==> src/rtl/ysyx_24100006_mem_access.sv <==
`default_nettype none
// ============================================================================
// Module   : ysyx_24100006_mem_access
// Purpose  : MEM pipeline stage. Converts load/store micro-ops into single-beat
//            data-bus transactions (store data/strobe alignment, load byte/half
//            selection with sign/zero extension). Non-memory ops pass through
//            with one cycle of latency; upstream is stalled while a bus
//            transfer is outstanding.
// Ports    : clk, reset (async, active-high)
//            in_valid/in_ready, addr_i, wdata_i, wmask_i, rmask_i, rw_i, pt_i,
//            flush_i                                  -- from EXE/MEM register
//            bus_req_valid/ready, bus_addr, bus_wen, bus_wdata, bus_wstrb,
//            bus_rsp_valid, bus_rdata, bus_rsp_err    -- data bus
//            out_valid/out_ready, load_data_o, pt_o, exc_o -- to MEM/WB register
// Revision : 1.0 - initial release
// ============================================================================
module ysyx_24100006_mem_access #(
  parameter int PT_W = 64
) (
  input  logic            clk,
  input  logic            reset,
  input  logic            in_valid,
  output logic            in_ready,
  input  logic [31:0]     addr_i,
  input  logic [31:0]     wdata_i,
  input  logic [7:0]      wmask_i,
  input  logic [2:0]      rmask_i,
  input  logic [1:0]      rw_i,
  input  logic [PT_W-1:0] pt_i,
  input  logic            flush_i,
  output logic            bus_req_valid,
  input  logic            bus_req_ready,
  output logic [31:0]     bus_addr,
  output logic            bus_wen,
  output logic [31:0]     bus_wdata,
  output logic [3:0]      bus_wstrb,
  input  logic            bus_rsp_valid,
  input  logic [31:0]     bus_rdata,
  input  logic            bus_rsp_err,
  output logic            out_valid,
  input  logic            out_ready,
  output logic [31:0]     load_data_o,
  output logic [PT_W-1:0] pt_o,
  output logic [1:0]      exc_o
);

  localparam logic [1:0] C_EXC_OK  = 2'b00;
  localparam logic [1:0] C_EXC_MIS = 2'b01;
  localparam logic [1:0] C_EXC_BUS = 2'b10;

  typedef enum logic [1:0] {
    S_IDLE = 2'd0,
    S_REQ  = 2'd1,
    S_RESP = 2'd2,
    S_HOLD = 2'd3
  } state_t;

  state_t          r_state;
  logic [1:0]      r_addr_lo;
  logic [2:0]      r_rmask;
  logic            r_is_load;
  logic            r_kill;      // flushed while the bus transfer was in flight
  logic [31:0]     r_load_data;
  logic [PT_W-1:0] r_pt;
  logic [1:0]      r_exc;
  logic [31:0]     r_bus_addr;
  logic            r_bus_wen;
  logic [31:0]     r_bus_wdata;
  logic [3:0]      r_bus_wstrb;

  logic            w_is_load;
  logic            w_is_store;
  logic            w_half;
  logic            w_word;
  logic            w_misaligned;
  logic            w_take;
  logic [31:0]     w_rsp_shift;
  logic [31:0]     w_rsp_ext;
  logic            w_unused_wmask_hi;

  assign w_unused_wmask_hi = ^wmask_i[7:4];

  assign in_ready      = (r_state == S_IDLE) || ((r_state == S_HOLD) && out_ready);
  // A flush in the same cycle wins over a new op.
  assign w_take        = in_valid && in_ready && !flush_i;
  assign out_valid     = (r_state == S_HOLD);
  assign bus_req_valid = (r_state == S_REQ);
  assign bus_addr      = r_bus_addr;
  assign bus_wen       = r_bus_wen;
  assign bus_wdata     = r_bus_wdata;
  assign bus_wstrb     = r_bus_wstrb;
  assign load_data_o   = r_load_data;
  assign pt_o          = r_pt;
  assign exc_o         = r_exc;

  // Access size decode. A load whose rmask names no size is handled as LW.
  always_comb begin
    w_is_load  = (rw_i == 2'b01);
    w_is_store = (rw_i == 2'b10);
    w_half     = 1'b0;
    w_word     = 1'b0;
    if (w_is_load) begin
      w_half = (rmask_i == 3'b011) || (rmask_i == 3'b100);
      w_word = !w_half && (rmask_i != 3'b001) && (rmask_i != 3'b010);
    end else if (w_is_store) begin
      w_word = |wmask_i[3:2];
      w_half = !w_word && wmask_i[1];
    end
    w_misaligned = (w_half && addr_i[0]) || (w_word && (addr_i[1:0] != 2'b00));
  end

  // Load extraction: shift the addressed byte/half down to bit 0, then extend.
  always_comb begin
    w_rsp_shift = bus_rdata >> {r_addr_lo, 3'b000};
    case (r_rmask)
      3'b001:  w_rsp_ext = {{24{w_rsp_shift[7]}}, w_rsp_shift[7:0]};
      3'b010:  w_rsp_ext = {24'b0, w_rsp_shift[7:0]};
      3'b011:  w_rsp_ext = {{16{w_rsp_shift[15]}}, w_rsp_shift[15:0]};
      3'b100:  w_rsp_ext = {16'b0, w_rsp_shift[15:0]};
      default: w_rsp_ext = bus_rdata;
    endcase
  end

  always_ff @(posedge clk or posedge reset) begin
    if (reset) begin
      r_state     <= S_IDLE;
      r_addr_lo   <= 2'b00;
      r_rmask     <= 3'b000;
      r_is_load   <= 1'b0;
      r_kill      <= 1'b0;
      r_load_data <= 32'b0;
      r_pt        <= '0;
      r_exc       <= C_EXC_OK;
      r_bus_addr  <= 32'b0;
      r_bus_wen   <= 1'b0;
      r_bus_wdata <= 32'b0;
      r_bus_wstrb <= 4'b0;
    end else if (w_take) begin
      // Capture from IDLE, or directly from HOLD as the result drains.
      r_pt        <= pt_i;
      r_addr_lo   <= addr_i[1:0];
      r_rmask     <= rmask_i;
      r_is_load   <= w_is_load;
      r_kill      <= 1'b0;
      r_load_data <= 32'b0;
      if (!(w_is_load || w_is_store)) begin
        r_state <= S_HOLD;
        r_exc   <= C_EXC_OK;
      end else if (w_misaligned) begin
        r_state <= S_HOLD;
        r_exc   <= C_EXC_MIS;
      end else begin
        r_state     <= S_REQ;
        r_exc       <= C_EXC_OK;
        r_bus_addr  <= {addr_i[31:2], 2'b00};
        r_bus_wen   <= w_is_store;
        r_bus_wdata <= wdata_i << {addr_i[1:0], 3'b000};
        r_bus_wstrb <= w_is_store ? (wmask_i[3:0] << addr_i[1:0]) : 4'b0000;
      end
    end else begin
      case (r_state)
        S_REQ: begin
          // The request cannot be withdrawn; a flush only marks it dead.
          if (flush_i)       r_kill  <= 1'b1;
          if (bus_req_ready) r_state <= S_RESP;
        end
        S_RESP: begin
          if (bus_rsp_valid) begin
            r_kill <= 1'b0;
            if (r_kill || flush_i) begin
              r_state <= S_IDLE;
            end else begin
              r_state     <= S_HOLD;
              r_load_data <= (r_is_load && !bus_rsp_err) ? w_rsp_ext : 32'b0;
              r_exc       <= bus_rsp_err ? C_EXC_BUS : C_EXC_OK;
            end
          end else if (flush_i) begin
            r_kill <= 1'b1;
          end
        end
        S_HOLD: begin
          if (flush_i || out_ready) r_state <= S_IDLE;
        end
        default: ;
      endcase
    end
  end

endmodule
`default_nettype wire
==> config.mk <==
export PLATFORM = sky130hd
export DESIGN_NAME = ysyx_24100006_mem_access
export DESIGN_NICKNAME = d
export VERILOG_FILES = /design/src/rtl/ysyx_24100006_mem_access.sv
export SDC_FILE = /design/constraint.sdc
export NUM_CORES = 1
export LEC_CHECK = 0
export CAP_MARGIN = 30
export CELL_PAD_IN_SITES_DETAIL_PLACEMENT = 2
export CELL_PAD_IN_SITES_GLOBAL_PLACEMENT = 2
export CORE_MARGIN = 2
export CORE_UTILIZATION = 26
export DETAILED_ROUTE_END_ITERATION = 8
export PLACE_DENSITY = 0.9
export RECOVER_POWER = 100
export SKIP_CTS_REPAIR_TIMING = 1
export SLEW_MARGIN = 10
export SYNTH_ARGS = -nofsm -noshare
export SYNTH_HDL_FRONTEND = slang
export SYNTH_SLANG_ARGS = --single-unit
==> constraint.sdc <==
create_clock -name clk -period 7.7 [get_ports clk]
set_input_delay 1.54 -clock clk [delete_from_list [all_inputs] [get_ports clk]]
set_output_delay 1.54 -clock clk [all_outputs]
set_load 0.02 [all_outputs]
# == Yosys cells after proc, flatten, opt, wreduce, memory -nomap -nowiden ==
# Cells that the tools add are included.
# Widths: inputs -> output; s select.
# word_totals
input_bits,181
wordCells,92
output_inout_bits,170
ff_bits,174
# classes
n_reduce_logical,29
n_bitwise,1
n_mux,30
shift,3
n_eq_ne,17
# ops
cell,count
$mux 32,5
$pmux 32 s4,1
$shl 32x5->32,1
$shr 32x5->16,1
$mux 2,12
$eq 3x2->1 const B,3
$logic_and 1x1->1,9
$mux 1,9
$ne 3x1->1 const B,3
$eq 2x2->1 const B,3
$eq 3x3->1 const B,2
$logic_or 1x1->1,6
$pmux 2 s3,1
$reduce_and 3->1,2
$reduce_bool 2->1,3
$eq 2x1->1 const B,2
$logic_not 1->1,4
$mux 4,1
$reduce_and 4->1,1
$reduce_bool 4->1,1
$shl 4x2->4,1
$eq 3x1->1 const B,1
$ne 3x2->1 const B,1
$ne 3x3->1 const B,1
other kinds (6),6

# == Longest topological paths before layout ==
# depth
depth_word,11
ltp_mapped,9
ltp_nobuf,7

# == Least setup slack after synthesis ==
# OpenSTA, ideal clock, no wires.
# synth_timing
path_kind,input port to output port
start,input out_ready
end,output in_ready
cell_stages,2
setup_slack_ns,4.378
arrival_time_ns,1.782
n_path_buf,0
required_ns,6.160
path_cell_list,nand3_1 > nand2_1
# synth_via
elab_chain_cells,2
# synth_lines
item,line_no,rtl
start: declaration,41,"input logic out_ready,"
$logic_and 1x1->1,83,assign in_ready = (r_state == S_IDLE) || ((r_state == S_HOLD) && out_ready);
$logic_or 1x1->1,83,
end: declaration,23,"output logic in_ready,"
# No other way between the ends.

# == Worst setup path in the final report ==
# layout_timing
start,input out_ready
end,"register r_pt[22], in the netlist pt_o[22]"
# layout_via
elab_chain_cells,4
# layout_lines
item,line_no,rtl
$logic_and 1x1->1,83,
$logic_or 1x1->1,83,
$logic_and 1x1->1 (2 in a row),85,assign w_take = in_valid && in_ready && !flush_i;
end signal: assignment,140,r_pt <= pt_i;
end: declaration,64,logic [PT_W-1:0] r_pt;
# No other way between the ends.
# A chain may end at the register's enable or synchronous reset.

==> run metrics <==
worst-path cell chain=dlygate4sd3_1 > nand3_1 > a211o_1 > clkbuf_1 > mux2_2; crit start category=input pin; Routed WL=32000 um; GR met3 Demand/Resource=5.52%; Min-Delay Startpoint=load_data_o[19]; Area Growth Syn to Fin=51.8%; Max VDD drop=0.000152 V; P per Cell Area=between 300 and 400 nW/um^2; most used routing layer=met2; Starting Density=a little over a quarter; failing checks=max-capacitance violations, max-slew violations; fin crit share=between 70% and 80%; Slowest cell on crit path=clkbuf_1; H-tree Lvls=4; Slew @ Worst Pin=3.78 ns; Final Hold Vio Count=0; P_leak=5.33 nW; Crit. End Element=register; global-route wire length before repair=49000 um; synth warn=0; fmax=174 MHz; DRC viols=0; core area=30700 um^2; routed vias/inst=roughly 4.8; endpoints failing setup=0; Worst Path Arrival=6.10 ns; total grt overflow=0; row cnt=64; Slew headroom=-152%; routability cong.=between 0.8 and 0.9; HP Class=reg -> reg; Period minus WS final=5.74 ns; largest net degree at the start of global routing=71; cell depth of the worst min-delay path=2; GR Util met2=36.5%; CTS Buffer Depth=2; worst-path maximum fanout=66; worst r2r dst=pt_o[22]; synthesized area per cell=11.8 um^2; hold endpoint=load_data_o[19]; status=finished with violations; critical path class=in -> reg; Vias=approximately 6900; Async SR Flop Fraction=100%; reg2reg path depth=4; cell area after layout=~12000 um^2; Gate Count Post-Synth=686; later-pin clock latency in the skew report=0.44 ns; Post-synth EDFFs=0; vias in the first global route=~8000; die width=181 um; share of cells above drive strength 1=11.0%; final setup TNS=0 ns; FF-to-FF Start=r_state[1]; initial antenna violation count=5; prevailing post-synth register cell=dfrtp_1; CTS Buf Count=17; unrepaired setup endpoints after global routing=no; placed inst area=~12000 um^2; Fillers=roughly 3200; Slew Limit Fails=196; CTS tree=built; clk_skew=~0.010 ns; IO Pins=351; Max-Cap Viols=4; CTS sink count=174; Final Non-Filler Cells=roughly 1400; gr usage total=between 10% and 20%; Worst path max stage delay=2.68 ns; post-DP HPWL=24100 um; Seq/Total Area, Yosys=53.7%; Post-Syn Area=8110 um^2; GRT met1 Usage=21.8%; drt pass-1 iters=4; Layout Nets=1193; Reg2Reg Setup Slack=roughly 3.0 ns; #FFs+latches synth=174; post-route ant nets=0; Clock transition at path regs=0.07 ns; die height=between 150 and 200 um; port bufs=344; dpl cells=1384; Initial DRC Count=199; Avg WL per Cell=22.5 um; Req. time, crit path=slightly above 8 ns; Clk Tree Root Cell=clkbuf_16; Die ar.=32600 um^2; Distinct cells, synth=55
==> registers in the layout, indices dropped and copies added (netlist names) <==
register     count
bus_wen          1
bus_wdata       32
r_is_load        1
bus_addr        30
bus_wstrb        4
load_data_o     32
r_kill           1
r_addr_lo        2
r_state          2
r_rmask          3
exc_o            2
pt_o            64
==> cells in the mapped netlist (all sizes together), types with 2 or more instances <==
| master | instances | area share, % |
|---|---|---|
| inv | 16 | 0.74 |
| nand3 | 10 | 0.62 |
| a211o | 2 | 0.22 |
| mux2i | 28 | 3.5 |
| mux2 | 116 | 18 |
| nand2b | 4 | 0.31 |
| a22o | 12 | 1.3 |
| and3b | 2 | 0.22 |
| o211ai | 7 | 0.65 |
| o31ai | 16 | 1.5 |
| buf | 19 | 1.9 |
| nor2 | 38 | 1.8 |
| o21ai | 40 | 2.5 |
| a2bb2oi | 7 | 0.76 |
| nand2 | 62 | 2.9 |
| o22ai | 8 | 0.62 |
| o21a | 2 | 0.19 |
| a221o | 2 | 0.25 |
| dfrtp | 174 | 54 |
| clkbuf | 30 | 1.4 |
| a21oi | 30 | 1.9 |
| a211oi | 10 | 0.93 |
| ha | 2 | 0.31 |
| nand4 | 2 | 0.15 |
| a22oi | 2 | 0.25 |
| or2 | 4 | 0.31 |
| nor3 | 11 | 0.68 |
| nor2b | 12 | 0.93 |
==> how the worst max path moves through the flow <==
stage                         start           end  slack [ns]  cells after the start
after floorplan               reset  bus_addr[10]        1.44                      1
after global placement    out_ready      in_ready        3.28                      4
after detailed placement  out_ready   bus_addr[2]        3.19                      7
after CTS                 out_ready      in_ready        3.13                      4
after global routing      out_ready    r_state[1]        1.54                      7
final                     out_ready      pt_o[22]        1.96                      5
==> stage by stage <==
step / utilization (%) / power (mW) / worst slack (ns) / hold slack [ns]
6_report: 40.1 / 4.78 / 1.96 / 0.475
5_1_grt: 40.1 / 5.06 / 1.54 / 0.511
4_1_cts: 40.5 / 5.09 / 3.13 / 0.489
3_5_place_dp: 38.6 / 4.18 / 3.19 / 0.474
3_3_place_gp: 38.6 / 4.03 / 3.28 / 0.460
2_1_floorplan: - / 2.90 / 1.44 / 0.464
==> per-layer routing <==
metal	part of all wire, %	up-vias	wire (um)
li1	-	3092	-
met1	38	3498	12200
met2	53	228	17100
met3	6.3	39	2030
met4	1.9	2	610
met5	0.038	-	12
==> cell usage in the layout, fill, tap and decap left out, types with 15 or more instances in the layout <==
| cell type | Yosys | layout |
|---|---|---|
| dfrtp_1 | 174 | 174 |
| clkdlybuf4s50_1 | 0 | 171 |
| dlygate4sd3_1 | 0 | 171 |
| mux2_2 | 76 | 70 |
| nand2_1 | 62 | 62 |
| mux2_1 | 4 | 45 |
| o21ai_0 | 36 | 40 |
| nor2_1 | 38 | 38 |
| a21oi_1 | 30 | 30 |
| mux2i_1 | 28 | 28 |
| clkbuf_16 | 0 | 17 |
| o31ai_1 | 16 | 16 |
| inv_1 | 16 | 15 |
==> cell type report <==
class	instances	area, um^2	area share (%)
flip-flops and latches	174	4350	35.4
repair buffers	353	3520	28.6
multi-input cells	448	3290	26.8
well taps	396	495	4.03
clock buffers	20	437	3.55
clock inverters	12	136	1.11
inverters	16	61.3	0.498
diodes	4	10.0	0.0813
==> worst max-delay path, delay by kind of cell <==
family                 cells  cell delay, ns
muxes                      1            0.58
and+or+nand+nor            1            0.16
buffers and inverters      2            3.27
AOI/OAI and AO/OA          1            0.48
==> cells by family (layout without fill, tap and decap cells) <==
family | count (synthesis) | in the layout | share of synthesized area, %
adder cells (fa/ha/maj) | 2 | 2 | 0.308
XOR/XNOR | 2 | 2 | 0.216
other | 1 | 6 | 0.0462
buffers and inverters | 65 | 401 | 4.07
flip-flops | 174 | 174 | 53.7
AO/OA/AOI/OAI | 145 | 145 | 11.8
AND/OR/NAND/NOR | 153 | 153 | 8.67
multiplexers | 144 | 144 | 21.2
==> power breakdown <==
group	internal, mW	leakage (nW)	switching [mW]	total (mW)
combinational	1.03	2.88	1.25	2.28
sequential	1.32	2.18	0.301	1.63
clock	0.482	0.271	0.396	0.877
total	2.84	5.33	1.94	4.78
No activity file was read; power rests on OpenSTA's default activity.
